==> config.mk <==
export PLATFORM = sky130hd
export DESIGN_NAME = value_input_ctrl
export DESIGN_NICKNAME = d
export VERILOG_FILES = /design/src/rtl/value_input_ctrl.sv
export SDC_FILE = /design/constraint.sdc
export NUM_CORES = 1
export LEC_CHECK = 0
export ABC_AREA = 0
export CAP_MARGIN = 40
export CORE_MARGIN = 1
export CORE_UTILIZATION = 46
export DETAILED_ROUTE_END_ITERATION = 8
export SLEW_MARGIN = 20
export SYNTH_ARGS = -nofsm -noshare
export SYNTH_HDL_FRONTEND = slang
export SYNTH_SLANG_ARGS = --single-unit
==> constraint.sdc <==
create_clock -name clk -period 3.5 [get_ports clk]
set_input_delay 0.35 -clock clk [delete_from_list [all_inputs] [get_ports clk]]
set_output_delay 0.35 -clock clk [all_outputs]
set_load 0.01 [all_outputs]
==> src/rtl/value_input_ctrl.sv <==
// Button front end for the 3-digit display: sync, debounce and edge-detect four buttons,
// then keep a bounded 8-bit count and a display-enable flag. Optional macro: COUNT_WRAP_EN.
module value_input_ctrl #(
  parameter int unsigned DEBOUNCE_CYCLES = 16,
  parameter int unsigned STEP            = 1,
  parameter int unsigned MAX_VALUE       = 255
) (
  input  logic       clk,
  input  logic       rst,
  input  logic       btn_up,
  input  logic       btn_down,
  input  logic       btn_clr,
  input  logic       btn_disp,
  output logic [7:0] value,
  output logic       enable,
  output logic       evt
);

  localparam int          NBTN     = 4;
  localparam int          B_UP     = 0;
  localparam int          B_DOWN   = 1;
  localparam int          B_CLR    = 2;
  localparam int          B_DISP   = 3;
  localparam logic [15:0] CNT_LAST = 16'(DEBOUNCE_CYCLES - 1);
  localparam logic [8:0]  STEP9    = 9'(STEP);
  localparam logic [8:0]  MAX9     = 9'(MAX_VALUE);
  localparam logic [8:0]  RANGE9   = 9'(MAX_VALUE + 1);

  logic [NBTN-1:0] raw, sync1, sync2, db, armed, flip, press;
  logic [1:0]      sync_vld;
  logic [15:0]     cnt [NBTN];

  assign raw = {btn_disp, btn_clr, btn_down, btn_up};

  // NOTE: sequential state uses non-blocking assignments so every flop samples pre-edge values.
  always_ff @(posedge clk) begin
    if (rst) begin
      sync1    <= '0;
      sync2    <= '0;
      sync_vld <= '0;
    end else begin
      sync1    <= raw;
      sync2    <= sync1;
      sync_vld <= {sync_vld[0], 1'b1};
    end
  end

  // A flip happens on the last cycle of a full mismatch window.
  always_comb begin
    for (int i = 0; i < NBTN; i++)
      flip[i] = (sync2[i] != db[i]) && (cnt[i] == CNT_LAST);
  end

  // A button only becomes armed once it has been seen released after reset,
  // so a button held through reset never produces a press.
  assign press = flip & sync2 & armed;

  // NOTE: the debounce counters are a handful of flops, not a RAM, so they are reset like any register.
  always_ff @(posedge clk) begin
    if (rst) begin
      db    <= '0;
      armed <= '0;
      for (int i = 0; i < NBTN; i++) cnt[i] <= '0;
    end else begin
      armed <= armed | (~sync2 & {NBTN{sync_vld[1]}});
      for (int i = 0; i < NBTN; i++) begin
        if (sync2[i] == db[i]) begin
          cnt[i] <= '0;
        end else if (flip[i]) begin
          db[i]  <= sync2[i];
          cnt[i] <= '0;
        end else begin
          cnt[i] <= cnt[i] + 16'd1;
        end
      end
    end
  end

  logic [8:0] up_sum, dn_diff;
  logic [7:0] value_nxt;
  logic       enable_nxt;

  // NOTE: every always_comb output gets a default first so no branch can infer a latch.
  always_comb begin
    up_sum     = {1'b0, value} + STEP9;
    dn_diff    = {1'b0, value} - STEP9;
    value_nxt  = value;
    enable_nxt = enable ^ press[B_DISP];
    if (press[B_CLR]) begin
      value_nxt = '0;
    end else if (press[B_UP] && press[B_DOWN]) begin
      value_nxt = value;
    end else if (press[B_UP]) begin
      if (up_sum > MAX9)
`ifdef COUNT_WRAP_EN
        value_nxt = 8'(up_sum - RANGE9);
`else
        value_nxt = MAX9[7:0];
`endif
      else
        value_nxt = up_sum[7:0];
    end else if (press[B_DOWN]) begin
      if ({1'b0, value} < STEP9)
`ifdef COUNT_WRAP_EN
        value_nxt = 8'({1'b0, value} + RANGE9 - STEP9);
`else
        value_nxt = '0;
`endif
      else
        value_nxt = dn_diff[7:0];
    end
  end

  always_ff @(posedge clk) begin
    if (rst) begin
      value  <= '0;
      enable <= 1'b1;
      evt    <= 1'b0;
    end else begin
      value  <= value_nxt;
      enable <= enable_nxt;
      evt    <= (value_nxt != value) || (enable_nxt != enable);
    end
  end

endmodule

* Word-level counts from Yosys, hierarchy flattened
Memory sizes are Yosys's and may differ from the RTL's. Index checks and enable logic that the tools add are counted.
Operators by class: add/sub/neg operators 6, multiply operators 0, divide/modulo/power cells 0, magnitude comparators 2, equality and inequality tests 14, shift-type cells 0, mux-type cells 65, bitwise logic cells 22, reduce and logical (&&, ||, !) cells 10
Operators by type and width (count):
- 16-bit two-way mux | 12
- 16-bit by 1-bit adder with 16-bit output (second input constant) | 4
- 16-bit by 4-bit == test with 1-bit output (second input constant) | 4
- 8-bit two-way mux | 6
- 1-bit two-way mux | 47
- 4-bit AND | 3
- 1-bit bitwise OR | 12
- 8-bit by 1-bit adder with 9-bit output (second input constant) | 1
- 9-bit by 8-bit > comparator with 1-bit output (second input constant) | 1
- 8-bit by 1-bit < comparator with 1-bit output (second input constant) | 1
- 8-bit != test | 1
- 2-bit AND reduction | 4
- 8-bit by 1-bit subtractor with 8-bit output (second input constant) | 1
- 1-bit logical AND | 5
- 1-bit != test | 5
- 1-bit == test | 4
- 1-bit NOT | 4
- 4-bit NOT | 1
- 4-bit bitwise OR | 1
- 1-bit logical OR | 1
- 1-bit bitwise XOR | 1
Storage, ports and cells: flip-flop bits (word level) 28, bits in latches 0, RAM bits 64, bits in read-only memories 0, input port bits 6, output and inout bits 10, logic and storage cells 132, memories kept 1
Memory list:
- cnt | words 4, bits a word 16, read ports 4, clocked after Yosys merged registers in 0, wr ports 4, line 31 | logic [15:0] cnt [NBTN];

* Longest topological paths before layout
Gate-level depths: netlist (run 1). An unclocked memory read counts as a cell.
depth in word-level cells 11, mapped depth 10, depth with buffers taken out 9

* Worst setup path after synthesis (run 1)
OpenSTA, ideal clock, no wires.
path kind register -> register, from register value[0], to register evt, library setup time 0.140 ns, arrival time 2.458 ns, path slack 0.902 ns, cell stages (with the launch flop) 11, buffers on the path 1, cells stage by stage dfxtp_1 > clkbuf_1 > inv_1 > ha_1 > or3b_1 > o21ai_1 > and3_1 > o21ai_0 > a31o_1 > a2111oi_2 > a41oi_2
Between the ends: longest elaborated chain between the ends 8, elaborated cells on any way between the ends 12, those cells by class add/sub: 2; order compare: 2; eq/ne: 1; mux: 6; reduce/logical: 1
Ends and longest elaborated chain:
- start: declaration | line 14 | output logic [7:0] value,
- start signal: assignment | line 120 | value <= value_nxt;
- 8-bit by 1-bit adder with 9-bit output (tied with other cells) | line 85 | up_sum = {1'b0, value} + STEP9;
- 9-bit by 8-bit > comparator with 1-bit output or 8-bit two-way mux (tied branches) | line 94, 103
- 8-bit two-way mux (on tied branches) | line 94, 102
- 8-bit two-way mux | line 93 | end else if (press[B_UP]) begin
- 8-bit two-way mux | line 91 | end else if (press[B_UP] && press[B_DOWN]) begin
- 8-bit two-way mux | line 89 | if (press[B_CLR]) begin
- 8-bit != test (*) | line 122 | evt <= (value_nxt != value) || (enable_nxt != enable);
- 1-bit logical OR (*) | line 122
- end signal: assignment | line 122
- end: declaration | line 16 | output logic evt
Mark *: on every way between the ends. The rest lies on a longest branch, timed or not. A chain may end at the register's enable or synchronous reset.

* Worst setup path in the final report (run 1)
Same ends and word-level chain as after synthesis.

==> results.sh, run 1 <==
export IMPL_post_drt_wl_per_cell_um=12.79
export IMPL_htree_num_levels=3
export IMPL_ant_nets=0
export IMPL_drv_slew=0
export IMPL_drt_initial_drc_count=179
export IMPL_cts_tree="done"
export IMPL_critical_path_buf_inv_count=1
export IMPL_drv_cap=0
export IMPL_clk_latency_ns=0.35
export IMPL_placed_cell_area_um2=5441
export IMPL_synth_area_um2=4951
export IMPL_hold_start="sync1[2]"
export IMPL_hp_class="flop to flop"
export IMPL_slew_headroom_pct=58.70
export IMPL_dieArea_um2=11180
export IMPL_dp_slack_ns=0.7976
export IMPL_ys_top_cells_by_count="nor2_1 (82), edfxtp_1 (64), nand2_1 (33), xor2_1 (33), nand3_1 (30)"
export IMPL_gp_congestion=0.8731
export IMPL_maxUsedRoutingLayer="met4"
export IMPL_nets=588
export IMPL_firstDrtPassIters=8
export IMPL_finalCritPeriodShare_pct=78.55
export IMPL_cts_post_setup_buffers_inserted=0
export IMPL_die_w_um=105.7
export IMPL_yosys_area_top_type="edfxtp_1"
export IMPL_critPathKind="flop to flop"
export IMPL_grt_max_degree=18
export IMPL_setup_slack_ns=0.7507
export IMPL_wl_met2_um=4327
export IMPL_ir_worst_vdd_mv=0.2970
export IMPL_gr_total_overflow=0
export IMPL_cts_made_buffers=9
export IMPL_num_rows=37
export IMPL_synth_flop_cell="edfxtp_1"
export IMPL_crit_arrival_ns=2.95
export IMPL_clock_path_buffers=2
export IMPL_drive_gt1_share_pct=5.172
export IMPL_synth_warnings=0
export IMPL_core_area_um2=10370
export IMPL_status="completed"
export IMPL_via_per_inst=5.189
export IMPL_synth_enable_flop_cells=64
export IMPL_postLayoutCellArea_um2=5633
export IMPL_grt_util_all_layers_pct=17.98
export IMPL_grt_pass1_wl_um=16220
export IMPL_cts_resized=0
export IMPL_portBuffers=15
export IMPL_antenna_cells=0
export IMPL_reg2reg_from="value[0]"
export IMPL_async_flop_share_pct=0
export IMPL_setup_viol=0
export IMPL_grt_pass1_vias=3644
export IMPL_route_met3_wl_um=423
export IMPL_rsz0062_at_grt="false"
export IMPL_p_leak_uw=0.002064
export IMPL_hold_viol_final=0
export IMPL_fmax_mhz=363.7
export IMPL_synth_top_area_share_pct=38.82
export IMPL_clk_pin_slew_ns=0.09
export IMPL_crit_chain="inv_1, ha_1, or3b_1, o21ai_1, and3_1, o21ai_0, a31o_1, a2111oi_2, a41oi_2"
export IMPL_power_density_nw_per_um2=360.2
export IMPL_die_height_um=105.7
export IMPL_area_growth_synth_to_final_pct=13.77
export IMPL_cts_root_buf="clkbuf_8"
export IMPL_fin_util_pct=54.32
export IMPL_holdBufCountCts=0
export IMPL_finalCriticalPeriod_ns=2.749
export IMPL_initial_utilization_pct=47.74
export IMPL_ioPinCount=16
export IMPL_cp_start_kind="flop"
export IMPL_dpl_hpwl_um=6514
export IMPL_fin_tns_setup_ns=0
export IMPL_critPathTopFamily="compound AO/OA/AOI/OAI gates"
export IMPL_crit_path_start="value[0]"
export IMPL_cts_sinks=92
export IMPL_fin_skew_ns=0.01028
export IMPL_end_kind="flop"
export IMPL_yosysSeqAreaShare_pct=50.14
export IMPL_tightestPinTransition_ns=0.6178
export IMPL_postSynthCellCount=503
export IMPL_crit_fanout=12
export IMPL_syn_area_per_cell_um2=9.843
export IMPL_crit_required_ns=3.70
export IMPL_met1Wirelength_um=4288
export IMPL_cpMaxStageDelayCell="dfxtp_1"
export IMPL_synth_most_common_cell="nor2_1"
export IMPL_antenna_found_initial=0
export IMPL_synthDistinctLibCells=57
export IMPL_ys_ff_latch=92
export IMPL_wl_um=9158
export IMPL_vias=3715
export IMPL_critPathMaxStageDelay_ns=0.53
export IMPL_yosys_top_cells_area="edfxtp_1 (39%), dfxtp_1 (11%), nor2_1 (6.2%)"
export IMPL_drc=0
export IMPL_worst_hold_slack_ns=0.4400
==> power breakdown <==
part	switching (uW)	internal (uW)	total, uW
clock network	372	334	705
registers	37.9	1200	1240
logic	47.3	36.5	83.8
==> worst reg2reg max path, cell delays in order, from the launching register on <==
cell,delay [ns]
dfxtp_1,0.53
inv_1,0.14
ha_1,0.33
or3b_1,0.38
o21ai_1,0.13
and3_1,0.21
o21ai_0,0.12
a31o_1,0.25
a2111oi_2,0.36
a41oi_2,0.16
==> kinds of logic after synthesis <==
family / share of synthesized area [%]
xor gates and xnor gates: 9.906
adders and majority gates: 1.769
DFF: 50.14
AOI/OAI and AO/OA: 8.770
muxes: 0.8087
and+or+nand+nor: 25.83
buffers and inverters: 2.704
other: 0.07574
==> cell type report <==
type	instances	area (um2)
clock buffers	11	131.4
well taps	136	170.2
fillers	971	4737
flip-flops and latches	92	2482
repair buffers	17	165.2
inverters	14	52.55
clock inverters	5	60.06
multi-input cells	441	2571
==> per-stage QoR <==
stage | instances | power [uW]
floorplan | 566 | 1322
global placement | 700 | 1345
detailed placement | 700 | 1347
CTS | 716 | 2061
global route | 716 | 2122
finish | 716 | 2029
==> per-layer routing <==
metal	track usage, %	vias to the layer above
li1	-	1901
met1	23.40	1717
met2	29.51	87
met3	4.020	10
met4	6.052	0
met5	0	-
==> path summary, 6_finish.rpt <==
check	cells past startpoint	slack, ns	endpoint
worst max-delay path	9	0.75	evt
worst min-delay path	1	0.44	sync2[2]
worst max register to register	9	0.75	evt
worst min register to register	1	0.44	sync2[2]
==> cells in the final DEF, fill, tap and decap left out, drive strengths merged, types with 11 or more instances in the layout <==
cell type,count
a21oi,20
and3,23
clkbuf,11
clkdlybuf4s50,15
conb,64
dfxtp,28
edfxtp,64
inv,15
nand2,34
nand3,30
nand4,15
nor2,83
nor4,17
o21ai,14
xnor2,23
xor2,33
==> registers in the layout, indices dropped and copies added, names as in the netlist <==
signal,flops
db,4
value,8
sync1,4
cnt,64
evt,1
sync2,4
armed,4
sync_vld,2
enable,1
No activity file was read; power rests on OpenSTA's default activity.
==> inputs of run 2 (changes only) <==
- PLACE_DENSITY: default -> 0.65
- clock period: 3.5 -> 2.5 ns (I/O delays scaled with it)
==> results.sh, run 2 (synthesis gave the netlist of run 1 again) <==
export IMPL_status="completed"
export IMPL_gp_congestion=0.8964
export IMPL_dieArea_um2=11180
export IMPL_via_per_inst=5.167
export IMPL_finalCriticalPeriod_ns=2.435
export IMPL_drv_cap=0
export IMPL_post_drt_wl_per_cell_um=13.15
export IMPL_wl_um=9702
export IMPL_p_leak_uw=0.002177
export IMPL_drv_slew=0
export IMPL_ioPinCount=16
export IMPL_reg_largest_list="cnt (64), value (8)"
export IMPL_end_kind="flop"
export IMPL_setup_viol=0
export IMPL_setup_slack_ns=0.06498
export IMPL_dp_slack_ns=-0.03422
export IMPL_grt_max_degree=17
export IMPL_fin_skew_ns=0.007404
export IMPL_crit_end="evt"
export IMPL_die_height_um=105.7
export IMPL_vias=3813
export IMPL_reg2reg_from="cnt[0][5]"
export IMPL_layout_commonest_cell="nor2_1"
export IMPL_clockPowerShare_pct=33.1
export IMPL_firstDrtPassIters=4
export IMPL_p_seq_share_pct=62.3
export IMPL_tightestPinTransition_ns=0.6161
export IMPL_slew_headroom_pct=58.84
export IMPL_drc=0
export IMPL_htree_num_levels=3
export IMPL_die_w_um=105.7
export IMPL_cts_tree="done"
export IMPL_crit_chain="nor4_1, and4_1, o211ai_2, o31a_1, nor2b_1, a2111oi_4, a41oi_2"
export IMPL_area_growth_synth_to_final_pct=17.74
export IMPL_reg2reg_depth=7
export IMPL_initial_utilization_pct=47.74
export IMPL_crit_arrival_ns=2.74
export IMPL_critPathTopFamily="simple AND/OR/NAND/NOR gates"
export IMPL_critical_path_buf_inv_count=0
export IMPL_ant_nets=0
export IMPL_portBuffers=15
export IMPL_combPwrFrac_pct=4.5
export IMPL_antenna_found_initial=0
export IMPL_power_density_nw_per_um2=477.4
export IMPL_crit_required_ns=2.80
export IMPL_final_cell_mix="nor2_1 (82), edfxtp_1 (64), conb_1 (64), nand2_1 (33), xor2_1 (33)"
export IMPL_clk_latency_ns=0.37
export IMPL_grt_pass1_wl_um=16260
export IMPL_worst_path_stages=7
export IMPL_core_area_um2=10370
export IMPL_critPathMaxStageDelay_ns=0.45
export IMPL_holdBufCountCts=0
export IMPL_grt_pass1_vias=3505
export IMPL_crit_fanout=8
export IMPL_clock_path_buffers=2
export IMPL_nets=610
export IMPL_swShare_pct=23.46
export IMPL_rrSetupSlack_ns=0.06
export IMPL_crit_path_start="cnt[0][5]"
export IMPL_gr_total_overflow=0
export IMPL_largest_reg_flops=64
export IMPL_dpl_hpwl_um=6959
export IMPL_drt_initial_drc_count=168
export IMPL_grt_util_all_layers_pct=18.37
export IMPL_num_rows=37
export IMPL_cts_sinks=92
export IMPL_placed_cell_area_um2=5607
export IMPL_clk_pin_slew_ns=0.09
export IMPL_cts_root_buf="clkbuf_8"
export IMPL_postLayoutCellArea_um2=5829
export IMPL_rsz0062_at_grt="true"
export IMPL_r2r_end="evt"
export IMPL_cpMaxStageDelayCell="nor4_1"
export IMPL_critPathKind="flop to flop"
export IMPL_cp_start_kind="flop"
export IMPL_cts_made_buffers=9
export IMPL_fill_cells=970
export IMPL_top_register="cnt"
export IMPL_hold_viol_final=0
export IMPL_p_sw_uw=652.8
export IMPL_drive_gt1_share_pct=9.635
export IMPL_hp_class="primary input to flop"
export IMPL_finalCritPeriodShare_pct=97.40
export IMPL_p_int_uw=2130
export IMPL_ir_worst_vdd_mv=0.4946
export IMPL_antenna_cells=0
export IMPL_fmax_mhz=410.7
run 2: worst min-delay path by stage:
stage,start,to,depth (start not counted)
finish,btn_up,sync1[0],2
global route,btn_up,sync1[0],2
CTS,btn_up,sync1[0],2
detailed placement,sync1[1],sync2[1],1
global placement,sync1[2],sync2[2],1
floorplan,rst,sync_vld[0],1
run 2: worst reg2reg max path, delay by kind of cell, from the launching register on:
kind,cells,cell delay [ns]
simple gates,3,1.09
flops,1,0.44
compound gates,4,0.84
run 2: cell type report:
type	instances	area (um2)	share of cell area (%)
multi-input cells	441	2619	44.92
clock inverters	5	33.78	0.5795
clock buffers	11	141.4	2.425
inverters	14	52.55	0.9015
flip-flops and latches	92	2482	42.58
repair buffers	39	330.3	5.666
well taps	136	170.2	2.919
run 2: what timing repair did:
item,in CTS,in global routing
pin swaps,0,1
setup endpoints to repair,1,3
gates cloned,0,0
resized for setup,1,7
setup buffers,0,0
run 2: power by group through the flow:
| stage | Sequential [uW] | Combinational [uW] | Clock (uW) |
|---|---|---|---|
| 6_report | 1730 | 126 | 922 |
| 3_3_place_gp | 1770 | 122 | 0 |
| 2_1_floorplan | 1760 | 93.2 | 0 |
| 4_1_cts | 1730 | 124 | 965 |
| 3_5_place_dp | 1770 | 124 | 0 |
| 5_1_grt | 1740 | 146 | 1020 |
run 2: per-layer routing:
metal  up-vias  global-route usage, %  wire length, um
li1       1942                      -                -
met1      1770                  24.74             4649
met2        81                  28.06             4397
met3        20                  5.195              441
met4         0                  6.845              214
met5         -                      0                0
run 2: per-stage QoR:
step / power, uW / std cells / utilization, % / hold slack, ns / setup TNS, ns
global placement: 1888 / 722 / 54.07 / 0.4240 / 0
CTS: 2824 / 738 / 55.76 / 0.4129 / 0
detailed placement: 1893 / 722 / 54.07 / 0.4322 / -0.03422
finish: 2783 / 738 / 56.21 / 0.4332 / 0
floorplan: 1851 / 566 / - / 0.3628 / 0
global route: 2906 / 738 / 56.21 / 0.4070 / -0.04825
==> inputs of run 3 (changes only) <==
- ABC_AREA: 0 -> default
==> results of run 3 <==
No change in the layout: final DEF, timing and power equal those of run 2.
